File: src/rtl/gf180mcu_fd_sc_mcu7t5v0__and3_bist_if.sv
// -----------------------------------------------------------------------------
// gf180mcu_fd_sc_mcu7t5v0__and3_bist_if
//
// Purpose: bundles the signals between the AND3 BIST engine and its
//          surroundings: the cell under test and the run controller.
//
// Signals:
//   START     run request (controller -> BIST)
//   ZI        Z output of the cell under test (cell -> BIST)
//   A1..A3    registered drives to the cell inputs (BIST -> cell)
//   BUSY      run in progress
//   DONE      one-cycle pulse when a run completes
//   PASS      last completed run had zero mismatches
//   ERR_CNT   saturating mismatch count of the current/last run
//   FAIL_SEEN at least one mismatch in the current/last run
//   FAIL_VEC  {A3,A2,A1} of the first mismatching vector
//
// Modports:
//   master  the BIST engine side
//   slave   the cell / controller side
// -----------------------------------------------------------------------------
interface gf180mcu_fd_sc_mcu7t5v0__and3_bist_if #(
    parameter int ERR_W = 4
);
    logic             START;
    logic             ZI;
    logic             A1;
    logic             A2;
    logic             A3;
    logic             BUSY;
    logic             DONE;
    logic             PASS;
    logic [ERR_W-1:0] ERR_CNT;
    logic             FAIL_SEEN;
    logic [2:0]       FAIL_VEC;

    modport master (
        input  START, ZI,
        output A1, A2, A3, BUSY, DONE, PASS, ERR_CNT, FAIL_SEEN, FAIL_VEC
    );

    modport slave (
        output START, ZI,
        input  A1, A2, A3, BUSY, DONE, PASS, ERR_CNT, FAIL_SEEN, FAIL_VEC
    );
endinterface

File: src/rtl/gf180mcu_fd_sc_mcu7t5v0__and3_bist.sv
// -----------------------------------------------------------------------------
// gf180mcu_fd_sc_mcu7t5v0__and3_bist
//
// Purpose: built-in self-test driver/checker for a 3-input AND cell. Sweeps
//          all eight {A3,A2,A1} vectors, holds each for SETTLE_CYCLES+1
//          cycles, samples the cell's Z on the last cycle of the hold and
//          compares it with A1&A2&A3. Mismatches are counted (saturating),
//          the first failing vector is captured and a pass/fail verdict is
//          published when the run completes.
//
// Parameters:
//   SETTLE_CYCLES  extra cycles each vector is held before sampling (0..255)
//   NUM_PASSES     full 8-vector sweeps per run (1..16)
//   ERR_W          width of the saturating mismatch counter
//
// Ports:
//   CLK   rising-edge clock
//   RST   asynchronous, active-high reset; aborts any run without DONE
//   bus   master side of the BIST interface (START/ZI in, drives and
//         status out)
// -----------------------------------------------------------------------------
module gf180mcu_fd_sc_mcu7t5v0__and3_bist #(
    parameter int SETTLE_CYCLES = 2,
    parameter int NUM_PASSES    = 1,
    parameter int ERR_W         = 4
) (
    input  logic                                       CLK,
    input  logic                                       RST,
    gf180mcu_fd_sc_mcu7t5v0__and3_bist_if.master       bus
);

    typedef enum logic [1:0] {
        IDLE = 2'd0,
        RUN  = 2'd1,
        FIN  = 2'd2
    } state_t;

    localparam logic [7:0] SETTLE_LOAD = 8'(SETTLE_CYCLES);
    localparam logic [3:0] LAST_PASS   = 4'(NUM_PASSES - 1);

    state_t           state;
    state_t           state_nxt;

    logic [2:0]       vec;        // vector currently driven
    logic [3:0]       pass_idx;   // sweep number within the run
    logic [7:0]       cnt;        // remaining settle cycles for this vector
    logic [2:0]       a_q;        // registered cell drive {A3,A2,A1}
    logic [ERR_W-1:0] err_cnt;
    logic             fail_seen;
    logic [2:0]       fail_vec;
    logic             pass_q;

    logic             busy;
    logic             done;

    logic             sample;
    logic             mismatch;
    logic             last_vec;

    // A sample happens on the final cycle of each vector's hold window.
    assign sample   = (state == RUN) && (cnt == 8'd0);
    assign mismatch = sample && (bus.ZI != (&vec));
    assign last_vec = (vec == 3'd7) && (pass_idx == LAST_PASS);

    // ---------------------------------------------------------------------
    // State register
    // ---------------------------------------------------------------------
    // NOTE: sequential state uses non-blocking assignments so every register
    // samples pre-edge values and process ordering cannot change behaviour.
    always_ff @(posedge CLK or posedge RST) begin
        if (RST) begin
            state <= IDLE;
        end else begin
            state <= state_nxt;
        end
    end

    // ---------------------------------------------------------------------
    // Next-state logic
    // ---------------------------------------------------------------------
    // NOTE: the default assignment at the top keeps every path assigned, so
    // no latch is inferred for state_nxt.
    always_comb begin
        state_nxt = state;
        unique case (state)
            IDLE: if (bus.START)          state_nxt = RUN;
            RUN:  if (sample && last_vec) state_nxt = FIN;
            FIN:                          state_nxt = IDLE;
            default:                      state_nxt = IDLE;
        endcase
    end

    // ---------------------------------------------------------------------
    // Output decode (state is registered, so these are glitch-free)
    // ---------------------------------------------------------------------
    always_comb begin
        busy = 1'b0;
        done = 1'b0;
        unique case (state)
            RUN:     busy = 1'b1;
            FIN:     done = 1'b1;
            default: ;
        endcase
    end

    // ---------------------------------------------------------------------
    // Sweep datapath and result registers
    // ---------------------------------------------------------------------
    // a_q always equals vec while in RUN and 000 otherwise; it is updated on
    // the same edge that moves vec/state so the drive is a clean flop output.
    always_ff @(posedge CLK or posedge RST) begin
        if (RST) begin
            vec       <= 3'd0;
            pass_idx  <= 4'd0;
            cnt       <= 8'd0;
            a_q       <= 3'd0;
            err_cnt   <= '0;
            fail_seen <= 1'b0;
            fail_vec  <= 3'd0;
            pass_q    <= 1'b0;
        end else begin
            unique case (state)
                IDLE: begin
                    if (bus.START) begin
                        vec       <= 3'd0;
                        pass_idx  <= 4'd0;
                        cnt       <= SETTLE_LOAD;
                        a_q       <= 3'd0;
                        err_cnt   <= '0;
                        fail_seen <= 1'b0;
                        fail_vec  <= 3'd0;
                        pass_q    <= 1'b0;
                    end
                end
                RUN: begin
                    if (cnt != 8'd0) begin
                        cnt <= cnt - 8'd1;
                    end else begin
                        if (mismatch) begin
                            if (err_cnt != '1) begin
                                err_cnt <= err_cnt + 1'b1;
                            end
                            if (!fail_seen) begin
                                fail_seen <= 1'b1;
                                fail_vec  <= vec;
                            end
                        end
                        if (last_vec) begin
                            // Verdict includes the mismatch sampled on this edge.
                            a_q    <= 3'd0;
                            pass_q <= !(fail_seen || mismatch);
                        end else begin
                            vec <= vec + 3'd1;
                            a_q <= vec + 3'd1;
                            cnt <= SETTLE_LOAD;
                            if (vec == 3'd7) begin
                                pass_idx <= pass_idx + 4'd1;
                            end
                        end
                    end
                end
                default: ;
            endcase
        end
    end

    assign bus.A1        = a_q[0];
    assign bus.A2        = a_q[1];
    assign bus.A3        = a_q[2];
    assign bus.BUSY      = busy;
    assign bus.DONE      = done;
    assign bus.PASS      = pass_q;
    assign bus.ERR_CNT   = err_cnt;
    assign bus.FAIL_SEEN = fail_seen;
    assign bus.FAIL_VEC  = fail_vec;

endmodule
File: src/flat_wrapper.sv
// flat-port wrapper written by rule: the top's interface ports become plain ports
module gf180mcu_fd_sc_mcu7t5v0__and3_bist_flat 
#(
    parameter int SETTLE_CYCLES = 2,
    parameter int NUM_PASSES    = 1,
    parameter int ERR_W         = 4
)
  (CLK, RST, bus_START, bus_ZI, bus_A1, bus_A2, bus_A3, bus_BUSY, bus_DONE, bus_PASS, bus_ERR_CNT, bus_FAIL_SEEN, bus_FAIL_VEC);
  gf180mcu_fd_sc_mcu7t5v0__and3_bist_if #(.ERR_W(ERR_W)) bus_i ();
  input  logic CLK;
  input  logic RST;
  input wire logic [$bits(bus_i.START)-1:0] bus_START;
  input wire logic [$bits(bus_i.ZI)-1:0] bus_ZI;
  output wire logic [$bits(bus_i.A1)-1:0] bus_A1;
  output wire logic [$bits(bus_i.A2)-1:0] bus_A2;
  output wire logic [$bits(bus_i.A3)-1:0] bus_A3;
  output wire logic [$bits(bus_i.BUSY)-1:0] bus_BUSY;
  output wire logic [$bits(bus_i.DONE)-1:0] bus_DONE;
  output wire logic [$bits(bus_i.PASS)-1:0] bus_PASS;
  output wire logic [$bits(bus_i.ERR_CNT)-1:0] bus_ERR_CNT;
  output wire logic [$bits(bus_i.FAIL_SEEN)-1:0] bus_FAIL_SEEN;
  output wire logic [$bits(bus_i.FAIL_VEC)-1:0] bus_FAIL_VEC;
  assign bus_i.START = bus_START;
  assign bus_i.ZI = bus_ZI;
  assign bus_A1 = bus_i.A1;
  assign bus_A2 = bus_i.A2;
  assign bus_A3 = bus_i.A3;
  assign bus_BUSY = bus_i.BUSY;
  assign bus_DONE = bus_i.DONE;
  assign bus_PASS = bus_i.PASS;
  assign bus_ERR_CNT = bus_i.ERR_CNT;
  assign bus_FAIL_SEEN = bus_i.FAIL_SEEN;
  assign bus_FAIL_VEC = bus_i.FAIL_VEC;
  gf180mcu_fd_sc_mcu7t5v0__and3_bist #(.SETTLE_CYCLES(SETTLE_CYCLES), .NUM_PASSES(NUM_PASSES), .ERR_W(ERR_W)) u_core (.CLK(CLK), .RST(RST), .bus(bus_i));
endmodule
File: config.mk
export PLATFORM = sky130hd
export DESIGN_NAME = gf180mcu_fd_sc_mcu7t5v0__and3_bist_flat
export DESIGN_NICKNAME = d
export VERILOG_FILES = /design/src/rtl/gf180mcu_fd_sc_mcu7t5v0__and3_bist_if.sv /design/src/rtl/gf180mcu_fd_sc_mcu7t5v0__and3_bist.sv /design/src/flat_wrapper.sv
export SDC_FILE = /design/constraint.sdc
export NUM_CORES = 1
export LEC_CHECK = 0
export BUFFER_PORTS_ARGS = -buffer_cell sky130_fd_sc_hd__buf_2
export CAP_MARGIN = 30
export CORE_UTILIZATION = 25
export DETAILED_ROUTE_END_ITERATION = 8
export SYNTH_ARGS = -nofsm -noshare
export SYNTH_HDL_FRONTEND = slang
export SYNTH_SLANG_ARGS = --single-unit
File: constraint.sdc
create_clock -name CLK -period 3.15 [get_ports CLK]
set_input_delay 0.63 -clock CLK [delete_from_list [all_inputs] [get_ports CLK]]
set_output_delay 0.63 -clock CLK [all_outputs]
set_load 0.05 [all_outputs]
==> impl_metrics.prom, run 1 <==
# TYPE chip_impl_metric gauge
chip_impl_metric{name="worst-slew-pin-transition",unit="ns"} 0.5841
chip_impl_metric{name="p_per_area",unit="nW/µm²"} 737.0
chip_impl_metric{name="fin_crit",unit="ns"} 2.530
chip_impl_metric{name="total_switching_power",unit="mW"} 0.5247
chip_impl_metric{name="syn_avg_cell_area",unit="µm²"} 10.39
chip_impl_info{name="setup.worst_path.start",value="u_core.state[1]$_DFFE_PP0P_"} 1
chip_impl_metric{name="setup_violations",unit=""} 0
chip_impl_metric{name="post_route_cells_drive_above_1_share",unit="%"} 21.05
chip_impl_info{name="cp_slowest_cell",value="inv_1"} 1
chip_impl_metric{name="drc_errors_left",unit=""} 0
chip_impl_metric{name="clkLatencyLatePin",unit="ns"} 0.28
chip_impl_metric{name="synth.yosys.warnings",unit=""} 0
chip_impl_metric{name="netlist_instances",unit=""} 148
chip_impl_info{name="root_buffer_master",value="clkbuf_8"} 1
chip_impl_metric{name="slew_viol_final",unit=""} 0
chip_impl_metric{name="synth_cell_types",unit=""} 43
chip_impl_metric{name="synth_top_area_share",unit="%"} 47.19
chip_impl_metric{name="power_frac_seq",unit="%"} 44.0
chip_impl_metric{name="route.detailed.vias_per_inst",unit=""} 5.041
chip_impl_info{name="yosys-top-cells-area",value="dfrtp_1 47%, ha_1 5.7%, o21ai_0 4.9%"} 1
chip_impl_metric{name="synth-seq-area-share",unit="%"} 47.19
chip_impl_metric{name="clk_transition_reported_paths",unit="ns"} 0.07
chip_impl_info{name="post_synthesis_cell_type_with_the_largest_combined_area",value="dfrtp_1"} 1
chip_impl_metric{name="finalWirelength",unit="µm"} 3205
chip_impl_info{name="path_class",value="register to output pin"} 1
chip_impl_metric{name="core_area",unit="µm²"} 5921
chip_impl_metric{name="clkPwrFrac",unit="%"} 22.0
chip_impl_metric{name="path_max_fanout",unit=""} 14
chip_impl_metric{name="syn_area",unit="µm²"} 1538
chip_impl_metric{name="power_leakage",unit="nW"} 0.8609
chip_impl_metric{name="ys_ff_latch",unit=""} 29
chip_impl_metric{name="power_report.internal_total",unit="mW"} 0.7986
chip_impl_metric{name="maxSlewHeadroom",unit="%"} 61.06
chip_impl_metric{name="cts_max_path_bufs",unit=""} 2
chip_impl_metric{name="dieArea",unit="µm²"} 6468
chip_impl_metric{name="dp_hpwl",unit="µm"} 2392
chip_impl_metric{name="post_cts_resize_count",unit=""} 0
chip_impl_metric{name="dpl.cell_count",unit=""} 238
chip_impl_metric{name="grt_pass1_wl",unit="µm"} 5664
chip_impl_metric{name="ioPinCount",unit=""} 18
chip_impl_metric{name="numClockSinks",unit=""} 29
chip_impl_metric{name="port-buffer-count",unit=""} 17
chip_impl_metric{name="iteration_0_drc_markers",unit=""} 96
chip_impl_info{name="critical_path.cell_chain",value="nand2b_1 -> inv_1 -> buf_2"} 1
chip_impl_metric{name="fin_setup_tns",unit="ns"} 0
chip_impl_info{name="regToRegStartpoint",value="u_core.vec[0]$_DFFE_PP0P_"} 1
chip_impl_metric{name="overall_via_count_from_detail_route",unit=""} 1240
chip_impl_metric{name="ys_async_sr_fraction",unit="%"} 100.0
chip_impl_metric{name="h-tree-depth",unit=""} 2
chip_impl_metric{name="first_global_vias",unit=""} 1162
chip_impl_metric{name="clock-skew-final",unit="ns"} 0.009892
chip_impl_info{name="ys.flop_type",value="dfrtp_1"} 1
chip_impl_metric{name="globalRouteOverflowTotal",unit=""} 0
chip_impl_metric{name="utilization",unit="%"} 30.33
chip_impl_metric{name="design.final.nets",unit=""} 181
chip_impl_metric{name="slowest_delay",unit="ns"} 0.49
chip_impl_metric{name="antenna_violations_before_repair",unit=""} 0
chip_impl_metric{name="initial_utilization",unit="%"} 25.97
chip_impl_metric{name="post-cts-setup-buffer-count",unit=""} 0
chip_impl_metric{name="gp_congestion",unit=""} 0.8435
chip_impl_metric{name="arrival",unit="ns"} 1.90
chip_impl_info{name="start_kind",value="register"} 1
chip_impl_metric{name="finalHoldViolations",unit=""} 0
chip_impl_info{name="outcome",value="completed"} 1
chip_impl_metric{name="maximum_number_of_pins_on_one_net_before_global_route_repair",unit=""} 30
chip_impl_info{name="cts_tree",value="built"} 1
chip_impl_metric{name="layout.cells.non_filler",unit=""} 246
chip_impl_metric{name="synth_fp_nets",unit=""} 159
chip_impl_metric{name="cp.required",unit="ns"} 2.52
chip_impl_metric{name="area.growth.synth_to_final",unit="%"} 16.76
chip_impl_metric{name="peak_clock_frequency_supported_by_timing",unit="MHz"} 395.3
chip_impl_metric{name="maximum_capacitance_violations",unit=""} 0
chip_impl_metric{name="number_of_enable_type_register_cells_in_the_synthesized_netlist",unit=""} 0
chip_impl_metric{name="max-vdd-ir-drop",unit="µV"} 382.1
chip_impl_metric{name="fin_crit_sh",unit="%"} 80.30
chip_impl_metric{name="drt-pass1-iter-count",unit=""} 4
chip_impl_metric{name="cts_buffers",unit=""} 5
chip_impl_metric{name="chipWidth",unit="µm"} 80.43
chip_impl_info{name="endpoint_kind",value="output pin"} 1
chip_impl_metric{name="ctsHoldBuffers",unit=""} 0
chip_impl_metric{name="diodes",unit=""} 0
chip_impl_info{name="rsz0062_at_grt",value="false"} 1
chip_impl_metric{name="globalRouteTotalUtil",unit="%"} 11.67
chip_impl_metric{name="pwr-share-comb",unit="%"} 34.0
chip_impl_metric{name="route.antenna.remaining_nets",unit=""} 0
chip_impl_metric{name="sw_share",unit="%"} 39.65
chip_impl_metric{name="core.rowCount",unit=""} 28
chip_impl_metric{name="die_h",unit="µm"} 80.43
chip_impl_info{name="hold_path.class",value="input pin to async pin"} 1
chip_impl_metric{name="avgRoutedWirePerCell",unit="µm"} 13.03
worst max-delay path, delay by kind of cell (launching register included):
family        cells  cell delay [ns]
buf+inv           2             0.84
simple gates      1             0.40
flops             1             0.38
logic make-up (layout without fill, tap and decap cells):
kind of cell | count (synthesis) | in the layout | share of synthesized area (%)
xor gates and xnor gates | 5 | 5 | 2.848
buffers and inverters | 14 | 37 | 3.905
and+or+nand+nor | 43 | 43 | 15.38
AOI/OAI and AO/OA | 49 | 49 | 24.25
muxes | 1 | 1 | 0.7323
adders and majority gates | 7 | 7 | 5.695
DFF | 29 | 29 | 47.19
power by group through the flow:
stage / Clock, mW / Sequential, mW / Combinational (mW)
2_1_floorplan: 0 / 0.679 / 0.260
3_3_place_gp: 0 / 0.589 / 0.448
3_5_place_dp: 0 / 0.591 / 0.451
4_1_cts: 0.304 / 0.585 / 0.454
5_1_grt: 0.328 / 0.606 / 0.501
6_report: 0.291 / 0.583 / 0.450
synthesized netlist by cell type, types with 3 or more instances:
master / number
a41oi_1: 3
a31oi_1: 6
o21ai_0: 15
nand2_1: 11
inv_1: 8
xor2_1: 3
ha_1: 7
a32o_1: 3
nor3_1: 6
dfrtp_1: 29
a21o_1: 5
a22o_1: 4
nor2_1: 6
nor4_1: 4
clkbuf_1: 4
sequential cells by signal, summed over array words and instances, names as in the netlist:
signal and flops:
u_core.bus.FAIL_SEEN 1, u_core.bus.ERR_CNT 4, u_core.bus.PASS 1, u_core.pass_idx 4
u_core.a_q 3, u_core.cnt 8, u_core.bus.FAIL_VEC 3, u_core.state 2
u_core.vec 3
final cells by class:
type	count	area [µm²]
fill	608	4125
multi-input combinational	105	752.0
sequential	29	725.7
timing repair buffer	20	107.6
tap	75	93.84
clock buffer	6	72.57
inverter	9	33.78
clock inverter	2	10.01
stage by stage:
step	instance area, µm²	hold WS, ns	power, mW	worst slack [ns]
2_1_floorplan	1538	0.4675	0.9395	1.065
3_3_place_gp	1713	0.4698	1.037	0.8482
3_5_place_dp	1713	0.4685	1.042	0.8640
4_1_cts	1795	0.4113	1.342	0.6276
5_1_grt	1795	0.4389	1.435	0.5017
6_report	1795	0.4014	1.323	0.6204
path summary, 6_finish.rpt:
kind | to | cells after the start | slack (ns)
worst max register to register | u_core.cnt[1]$_DFFE_PP0P_ | 7 | 0.86
max in group asynchronous | u_core.bus.FAIL_SEEN$_DFFE_PP0P_ | 3 | 2.46
worst min register to register | u_core.a_q[2]$_DFFE_PP0P_ | 1 | 0.48
worst max-delay path | bus_BUSY | 3 | 0.62
min in group CLK | u_core.a_q[2]$_DFFE_PP0P_ | 1 | 0.48
worst min-delay path | u_core.a_q[1]$_DFFE_PP0P_ | 3 | 0.40
routing by layer:
metal	routed length, µm	global-route usage (%)	vias up
met2	1318	15.93	42
met3	219	3.523	5
met5	0	0	-
met1	1614	16.29	596
li1	-	-	597
met4	53	5.893	0
cells in the final DEF, fill, tap and decap left out, types with 5 or more instances in the layout:
cell type and instances:
o21ai_0 15, a31oi_1 6, nor3_1 6, buf_2 17, clkbuf_8 5, dfrtp_1 29, inv_1 8, a21o_1 5
nor2_1 6, nand2_1 11, ha_1 7
(Power assumes the default switching activity.)
==> run 2, diff against run 1 <==
- clock period: 3.15 -> 2.3 ns (I/O delays scaled with it)
==> run 2 against run 1 <==
  * First-iteration DRC count fell by 22%
  * Final cell count is 3.3% higher
  * Die area unchanged
  * Clock skew is 0.0056 ns lower
  * Routed wire length grew 5.0%
  * Via count up 1.9%
  * Count of clock-buffer cells in the layout grew 2
  * Cell area grew 3.2%
  * Non-clock buffer count rose by 8
  * Combinational power increased by 44%
  * Critical endpoint is now u_core.bus.ERR_CNT[1]$_DFFE_PP0P_
==> impl_metrics.prom, run 2 (synthesis gave the netlist of run 1 again) <==
# TYPE chip_impl_metric gauge
chip_impl_metric{name="dieArea",unit="µm²"} 6468
chip_impl_metric{name="route.antenna.remaining_nets",unit=""} 0
chip_impl_metric{name="diodes",unit=""} 0
chip_impl_info{name="crit-reg2reg-capture",value="u_core.bus.ERR_CNT[1]$_DFFE_PP0P_"} 1
chip_impl_metric{name="utilization",unit="%"} 31.30
chip_impl_metric{name="overall_via_count_from_detail_route",unit=""} 1264
chip_impl_metric{name="path_max_fanout",unit=""} 7
chip_impl_metric{name="post_cts_resize_count",unit=""} 0
chip_impl_metric{name="multi_input_comb_area",unit="µm²"} 752.0
chip_impl_metric{name="maxSlewHeadroom",unit="%"} 66.13
chip_impl_metric{name="slowest_delay",unit="ns"} 0.57
chip_impl_metric{name="pwr-share-comb",unit="%"} 35.3
chip_impl_metric{name="core.rowCount",unit=""} 28
chip_impl_metric{name="die_h",unit="µm"} 80.43
chip_impl_metric{name="antenna_violations_before_repair",unit=""} 0
chip_impl_metric{name="fill_cells",unit=""} 610
chip_impl_metric{name="clkPwrFrac",unit="%"} 21.5
chip_impl_metric{name="fin_crit_sh",unit="%"} 94.29
chip_impl_metric{name="clkLatencyLatePin",unit="ns"} 0.28
chip_impl_metric{name="post_route_cells_drive_above_1_share",unit="%"} 23.46
chip_impl_metric{name="globalRouteOverflowTotal",unit=""} 0
chip_impl_info{name="path_class",value="register to register"} 1
chip_impl_metric{name="peak_clock_frequency_supported_by_timing",unit="MHz"} 461.1
chip_impl_metric{name="dp_hpwl",unit="µm"} 2474
chip_impl_metric{name="iteration_0_drc_markers",unit=""} 75
chip_impl_metric{name="arrival",unit="ns"} 2.34
chip_impl_metric{name="largest_register_ff_count",unit=""} 8
chip_impl_metric{name="drt-pass1-iter-count",unit=""} 4
chip_impl_info{name="cp_slowest_cell",value="or3b_2"} 1
chip_impl_metric{name="route.detailed.vias_per_inst",unit=""} 4.976
chip_impl_metric{name="worst-slew-pin-transition",unit="ns"} 0.5070
chip_impl_info{name="start_kind",value="register"} 1
chip_impl_metric{name="maximum_capacitance_violations",unit=""} 0
chip_impl_metric{name="chipWidth",unit="µm"} 80.43
chip_impl_metric{name="numClockSinks",unit=""} 29
chip_impl_metric{name="maximum_number_of_pins_on_one_net_before_global_route_repair",unit=""} 30
chip_impl_metric{name="design.final.nets",unit=""} 189
chip_impl_info{name="outcome",value="completed"} 1
chip_impl_metric{name="clock-skew-final",unit="ns"} 0.004280
chip_impl_info{name="endpoint_kind",value="register"} 1
chip_impl_metric{name="finalWirelength",unit="µm"} 3365
chip_impl_metric{name="cp.required",unit="ns"} 2.47
chip_impl_info{name="leading_cell_type_in_the_layout_fill_and_taps_excluded",value="dfrtp_1"} 1
chip_impl_metric{name="sw_share",unit="%"} 38.99
chip_impl_metric{name="port-buffer-count",unit=""} 17
chip_impl_info{name="critical_path.cell_chain",value="inv_1 -> ha_1 -> or3b_2 -> nor3_1 -> o21ai_0 -> a32o_1"} 1
chip_impl_metric{name="max-vdd-ir-drop",unit="µV"} 376.4
chip_impl_metric{name="initial_utilization",unit="%"} 25.97
chip_impl_metric{name="fin_crit",unit="ns"} 2.169
chip_impl_metric{name="worst-r2r-setup-slack",unit="ns"} 0.13
chip_impl_metric{name="power_frac_seq",unit="%"} 43.2
chip_impl_metric{name="grt_pass1_wl",unit="µm"} 5575
chip_impl_metric{name="slew_viol_final",unit=""} 0
chip_impl_info{name="cts_tree",value="built"} 1
chip_impl_metric{name="power_leakage",unit="nW"} 0.8984
chip_impl_metric{name="post-cts-setup-buffer-count",unit=""} 0
chip_impl_info{name="regMostFlops",value="u_core.cnt"} 1
chip_impl_info{name="layout_common_cells",value="29 x dfrtp_1, 17 x buf_2, 15 x o21ai_0"} 1
chip_impl_metric{name="avgRoutedWirePerCell",unit="µm"} 13.25
chip_impl_metric{name="clk_transition_reported_paths",unit="ns"} 0.06
chip_impl_metric{name="first_global_vias",unit=""} 1123
chip_impl_metric{name="h-tree-depth",unit=""} 2
chip_impl_metric{name="ctsHoldBuffers",unit=""} 0
chip_impl_metric{name="setup_violations",unit=""} 0
chip_impl_metric{name="overall_power",unit="mW"} 1.837
chip_impl_info{name="root_buffer_master",value="clkbuf_8"} 1
chip_impl_info{name="rsz0062_at_grt",value="false"} 1
chip_impl_metric{name="ioPinCount",unit=""} 18
chip_impl_metric{name="cts_max_path_bufs",unit=""} 2
chip_impl_metric{name="gp_congestion",unit=""} 0.7952
chip_impl_metric{name="regArea",unit="µm²"} 725.7
chip_impl_metric{name="power_report.internal_total",unit="mW"} 1.121
chip_impl_metric{name="cts_buffers",unit=""} 5
chip_impl_metric{name="total_switching_power",unit="mW"} 0.7164
chip_impl_metric{name="timing.reg2reg.worst_path_depth",unit=""} 6
chip_impl_info{name="hold_path.class",value="input pin to async pin"} 1
chip_impl_metric{name="fin_setup_tns",unit="ns"} 0
chip_impl_info{name="regToRegStartpoint",value="u_core.cnt[0]$_DFFE_PP0P_"} 1
chip_impl_metric{name="area.growth.synth_to_final",unit="%"} 20.50
chip_impl_metric{name="globalRouteTotalUtil",unit="%"} 11.91
chip_impl_metric{name="p_per_area",unit="nW/µm²"} 991.5
chip_impl_metric{name="finalHoldViolations",unit=""} 0
chip_impl_metric{name="core_area",unit="µm²"} 5921
chip_impl_metric{name="drc_errors_left",unit=""} 0
run 2: changes by cell type in the layout (fill, tap and decap cells not counted), sizes merged:
cell | previous run | this run
buf | 20 | 28
clkbuf | 6 | 8
clkinv | 2 | 0
run 2: layout make-up:
type	instances	area share, %
multi-input cells	105	40.58
flip-flops and latches	29	39.16
repair buffers	28	9.048
well taps	75	5.064
clock buffers	8	4.321
inverters	9	1.823
run 2: how the worst max path moves through the flow:
| stage | from | endpoint | slack (ns) | depth (start not counted) |
|---|---|---|---|---|
| after CTS | u_core.cnt[0]$_DFFE_PP0P_ | u_core.bus.ERR_CNT[1]$_DFFE_PP0P_ | 0.14 | 6 |
| final | u_core.cnt[0]$_DFFE_PP0P_ | u_core.bus.ERR_CNT[1]$_DFFE_PP0P_ | 0.13 | 6 |
| after floorplan | u_core.vec[0]$_DFFE_PP0P_ | u_core.cnt[1]$_DFFE_PP0P_ | 0.21 | 7 |
| after global placement | u_core.cnt[0]$_DFFE_PP0P_ | u_core.bus.ERR_CNT[1]$_DFFE_PP0P_ | 0.18 | 6 |
| after detailed placement | u_core.cnt[0]$_DFFE_PP0P_ | u_core.bus.ERR_CNT[1]$_DFFE_PP0P_ | 0.17 | 6 |
| after global routing | u_core.cnt[0]$_DFFE_PP0P_ | u_core.bus.FAIL_VEC[0]$_DFFE_PP0P_ | 0.005 | 6 |
run 2: critical path, delay by kind of cell (launching register included):
kind                     cells  cell delay, ns
AND/OR/NAND/NOR              2            0.99
buffers and inverters        1            0.09
AO/OA/AOI/OAI                2            0.41
adder cells (fa/ha/maj)      1            0.15
flip-flops                   1            0.41
run 2: metal layers:
layer | vias to the layer above | GRT usage (%) | part of all wire (%)
met3 | 6 | 4.432 | 6.4
li1 | 620 | - | -
met1 | 601 | 16.26 | 51
met5 | - | 0 | 0
met4 | 0 | 5.357 | 1.6
met2 | 37 | 16.44 | 41
run 2: power groups by stage:
stage	registers, mW	clock network [mW]	logic (mW)
detailed placement	0.799	0	0.656
floorplan	0.930	0	0.357
global route	0.817	0.442	0.721
finish	0.794	0.395	0.648
global placement	0.800	0	0.646
CTS	0.794	0.407	0.656
run 2: per-stage QoR:
step                      hold slack [ns]  area (µm²)  std cells  setup slack [ns]
final                              0.2400        1853        254            0.1313
after global routing               0.2855        1853        254          0.004557
after CTS                          0.2516        1853        254            0.1421
after detailed placement           0.4674        1773        246            0.1655
after global placement             0.4734        1773        246            0.1757
after floorplan                    0.4675        1538        148            0.2148
==> run 3, diff against run 2 <==
--- a/constraint.sdc
+++ b/constraint.sdc
@@ -3,2 +3,2 @@
 set_output_delay 0.46 -clock CLK [all_outputs]
-set_load 0.05 [all_outputs]
+set_load 0.1 [all_outputs]
==> run 3 against run 2 <==
  * Die area is the same
  * Power is 13% higher
  * Clock skew down 0.0016 ns
  * Highest routed layer unchanged
  * Critical path type unchanged
  * Final cell count increased by 0.39%
==> impl_metrics.prom, run 3 (synthesis gave the netlist of run 1 again) <==
# TYPE chip_impl_metric gauge
chip_impl_metric{name="diodes",unit=""} 0
chip_impl_metric{name="die_h",unit="µm"} 80.43
chip_impl_info{name="outcome",value="completed"} 1
chip_impl_metric{name="globalRouteOverflowTotal",unit=""} 0
chip_impl_metric{name="max-vdd-ir-drop",unit="µV"} 638.2
chip_impl_metric{name="route.detailed.vias_per_inst",unit=""} 4.973
chip_impl_metric{name="drc_errors_left",unit=""} 0
chip_impl_metric{name="cp_num_buf_inv",unit=""} 3
chip_impl_metric{name="clk_transition_reported_paths",unit="ns"} 0.06
chip_impl_metric{name="overall_via_count_from_detail_route",unit=""} 1268
chip_impl_metric{name="finalHoldViolations",unit=""} 0
chip_impl_metric{name="slew_viol_final",unit=""} 0
chip_impl_metric{name="ctsHoldBuffers",unit=""} 0
chip_impl_info{name="path_class",value="register to register"} 1
chip_impl_info{name="root_buffer_master",value="clkbuf_8"} 1
chip_impl_metric{name="area.growth.synth_to_final",unit="%"} 23.68
chip_impl_metric{name="regArea",unit="µm²"} 725.7
chip_impl_metric{name="gp_congestion",unit=""} 0.7590
chip_impl_metric{name="path_max_fanout",unit=""} 5
chip_impl_metric{name="arrival",unit="ns"} 2.26
chip_impl_metric{name="ioPinCount",unit=""} 18
chip_impl_metric{name="antenna_violations_before_repair",unit=""} 0
chip_impl_metric{name="iteration_0_drc_markers",unit=""} 62
chip_impl_metric{name="setup_violations",unit=""} 0
chip_impl_metric{name="hold_ws",unit="ns"} 0.2361
chip_impl_metric{name="first_global_vias",unit=""} 1201
chip_impl_metric{name="globalRouteTotalUtil",unit="%"} 12.78
chip_impl_metric{name="power_leakage",unit="nW"} 0.9256
chip_impl_info{name="start_kind",value="register"} 1
chip_impl_metric{name="design.final.nets",unit=""} 191
chip_impl_metric{name="h-tree-depth",unit=""} 2
chip_impl_metric{name="dp_hpwl",unit="µm"} 2553
chip_impl_metric{name="clkPwrFrac",unit="%"} 20.5
chip_impl_info{name="regMostFlops",value="u_core.cnt"} 1
chip_impl_metric{name="power_report.internal_total",unit="mW"} 1.167
chip_impl_metric{name="fin_crit_sh",unit="%"} 92.50
chip_impl_metric{name="peak_clock_frequency_supported_by_timing",unit="MHz"} 470.0
chip_impl_metric{name="avgRoutedWirePerCell",unit="µm"} 13.92
chip_impl_metric{name="slowest_delay",unit="ns"} 0.52
chip_impl_info{name="hold_path.class",value="input pin to async pin"} 1
chip_impl_metric{name="chipWidth",unit="µm"} 80.43
chip_impl_info{name="endpoint_kind",value="register"} 1
chip_impl_info{name="critical_path.cell_chain",value="inv_1 -> ha_1 -> or3b_2 -> buf_4 -> o41ai_4 -> inv_2 -> nor2_1 -> a31oi_1"} 1
chip_impl_metric{name="p_per_area",unit="nW/µm²"} 1093
chip_impl_metric{name="fin_setup_tns",unit="ns"} 0
chip_impl_metric{name="initial_utilization",unit="%"} 25.97
chip_impl_metric{name="maxSlewHeadroom",unit="%"} 64.34
chip_impl_metric{name="drt-pass1-iter-count",unit=""} 4
chip_impl_metric{name="cp.required",unit="ns"} 2.43
chip_impl_metric{name="power_frac_seq",unit="%"} 37.7
chip_impl_metric{name="core_area",unit="µm²"} 5921
chip_impl_metric{name="maximum_number_of_pins_on_one_net_before_global_route_repair",unit=""} 30
chip_impl_metric{name="worst-slew-pin-transition",unit="ns"} 0.5343
chip_impl_metric{name="port-buffer-count",unit=""} 17
chip_impl_metric{name="fin_crit",unit="ns"} 2.127
chip_impl_metric{name="post_cts_resize_count",unit=""} 0
chip_impl_info{name="path_delay_family",value="simple AND/OR/NAND/NOR gates"} 1
chip_impl_metric{name="post-cts-setup-buffer-count",unit=""} 0
chip_impl_info{name="leading_cell_type_in_the_layout_fill_and_taps_excluded",value="dfrtp_1"} 1
chip_impl_metric{name="largest_register_ff_count",unit=""} 8
chip_impl_info{name="cts_tree",value="built"} 1
chip_impl_metric{name="dieArea",unit="µm²"} 6468
chip_impl_metric{name="cts_buffers",unit=""} 5
chip_impl_metric{name="maximum_capacitance_violations",unit=""} 0
chip_impl_metric{name="multi_input_comb_area",unit="µm²"} 764.5
chip_impl_metric{name="clock-skew-final",unit="ns"} 0.002705
chip_impl_metric{name="numClockSinks",unit=""} 29
chip_impl_info{name="cp_slowest_cell",value="or3b_2"} 1
chip_impl_metric{name="pwr-share-comb",unit="%"} 41.8
chip_impl_metric{name="route.antenna.remaining_nets",unit=""} 0
chip_impl_metric{name="grt_pass1_wl",unit="µm"} 5940
chip_impl_metric{name="post_route_cells_drive_above_1_share",unit="%"} 26.11
chip_impl_metric{name="sw_share",unit="%"} 43.85
chip_impl_metric{name="total_switching_power",unit="mW"} 0.9118
chip_impl_metric{name="fill_cells",unit=""} 608
chip_impl_info{name="layout_common_cells",value="29 x dfrtp_1, 16 x buf_2, 15 x o21ai_0"} 1
chip_impl_metric{name="utilization",unit="%"} 32.12
chip_impl_metric{name="cts_max_path_bufs",unit=""} 2
chip_impl_metric{name="core.rowCount",unit=""} 28
chip_impl_metric{name="clkLatencyLatePin",unit="ns"} 0.28
chip_impl_metric{name="finalWirelength",unit="µm"} 3549
chip_impl_info{name="rsz0062_at_grt",value="false"} 1
[run 3: worst reg2reg max path, stage by stage (launching register included)]
cell and delay, ns:
dfrtp_1 0.41, inv_1 0.09, ha_1 0.15, or3b_2 0.52, buf_4 0.19, o41ai_4 0.35, inv_2 0.11, nor2_1 0.10
a31oi_1 0.06
[run 3: power by group through the flow]
stage | Combinational [mW] | Clock [mW] | Sequential (mW)
6_report | 0.869 | 0.426 | 0.784
4_1_cts | 0.874 | 0.438 | 0.783
2_1_floorplan | 0.358 | 0 | 1.09
3_3_place_gp | 0.860 | 0 | 0.788
3_5_place_dp | 0.870 | 0 | 0.791
5_1_grt | 0.943 | 0.460 | 0.810
[run 3: final timing paths]
kind                                           start                          end  slack (ns)  cells after the start
min in group CLK           u_core.a_q[2]$_DFFE_PP0P_    u_core.a_q[2]$_DFFE_PP0P_        0.48                      1
hold / removal                                   RST    u_core.cnt[1]$_DFFE_PP0P_        0.24                      3
hold reg to reg            u_core.a_q[2]$_DFFE_PP0P_    u_core.a_q[2]$_DFFE_PP0P_        0.48                      1
max in group asynchronous                        RST  u_core.bus.PASS$_DFFE_PP0P_        1.78                      3
setup reg to reg           u_core.cnt[0]$_DFFE_PP0P_    u_core.cnt[1]$_DFFE_PP0P_        0.17                      8
setup / recovery           u_core.cnt[0]$_DFFE_PP0P_    u_core.cnt[1]$_DFFE_PP0P_        0.17                      8
[run 3: through the flow]
step	setup slack (ns)	cell area [µm²]	std cells	total power, mW
6_report	0.1725	1902	255	2.079
5_1_grt	0.04329	1902	255	2.213
4_1_cts	0.1367	1889	255	2.095
3_5_place_dp	0.1563	1803	248	1.660
3_3_place_gp	0.09386	1803	248	1.647
2_1_floorplan	0.09597	1539	148	1.452
[run 3: cell type report]
class,count,area share (%)
well taps,75,4.934
inverters,9,1.776
clock buffers,7,4.539
flip-flops and latches,29,38.16
multi-input cells,105,40.20
repair buffers,30,10.39
[run 3: metal layers]
| metal | vias to the layer above | part of all wire (%) | track usage [%] |
|---|---|---|---|
| met3 | 6 | 4.5 | 5.114 |
| met5 | - | 0 | 0 |
| met4 | 0 | 2.0 | 6.429 |
| met2 | 21 | 44 | 18.98 |
| met1 | 626 | 49 | 15.81 |
| li1 | 615 | - | - |
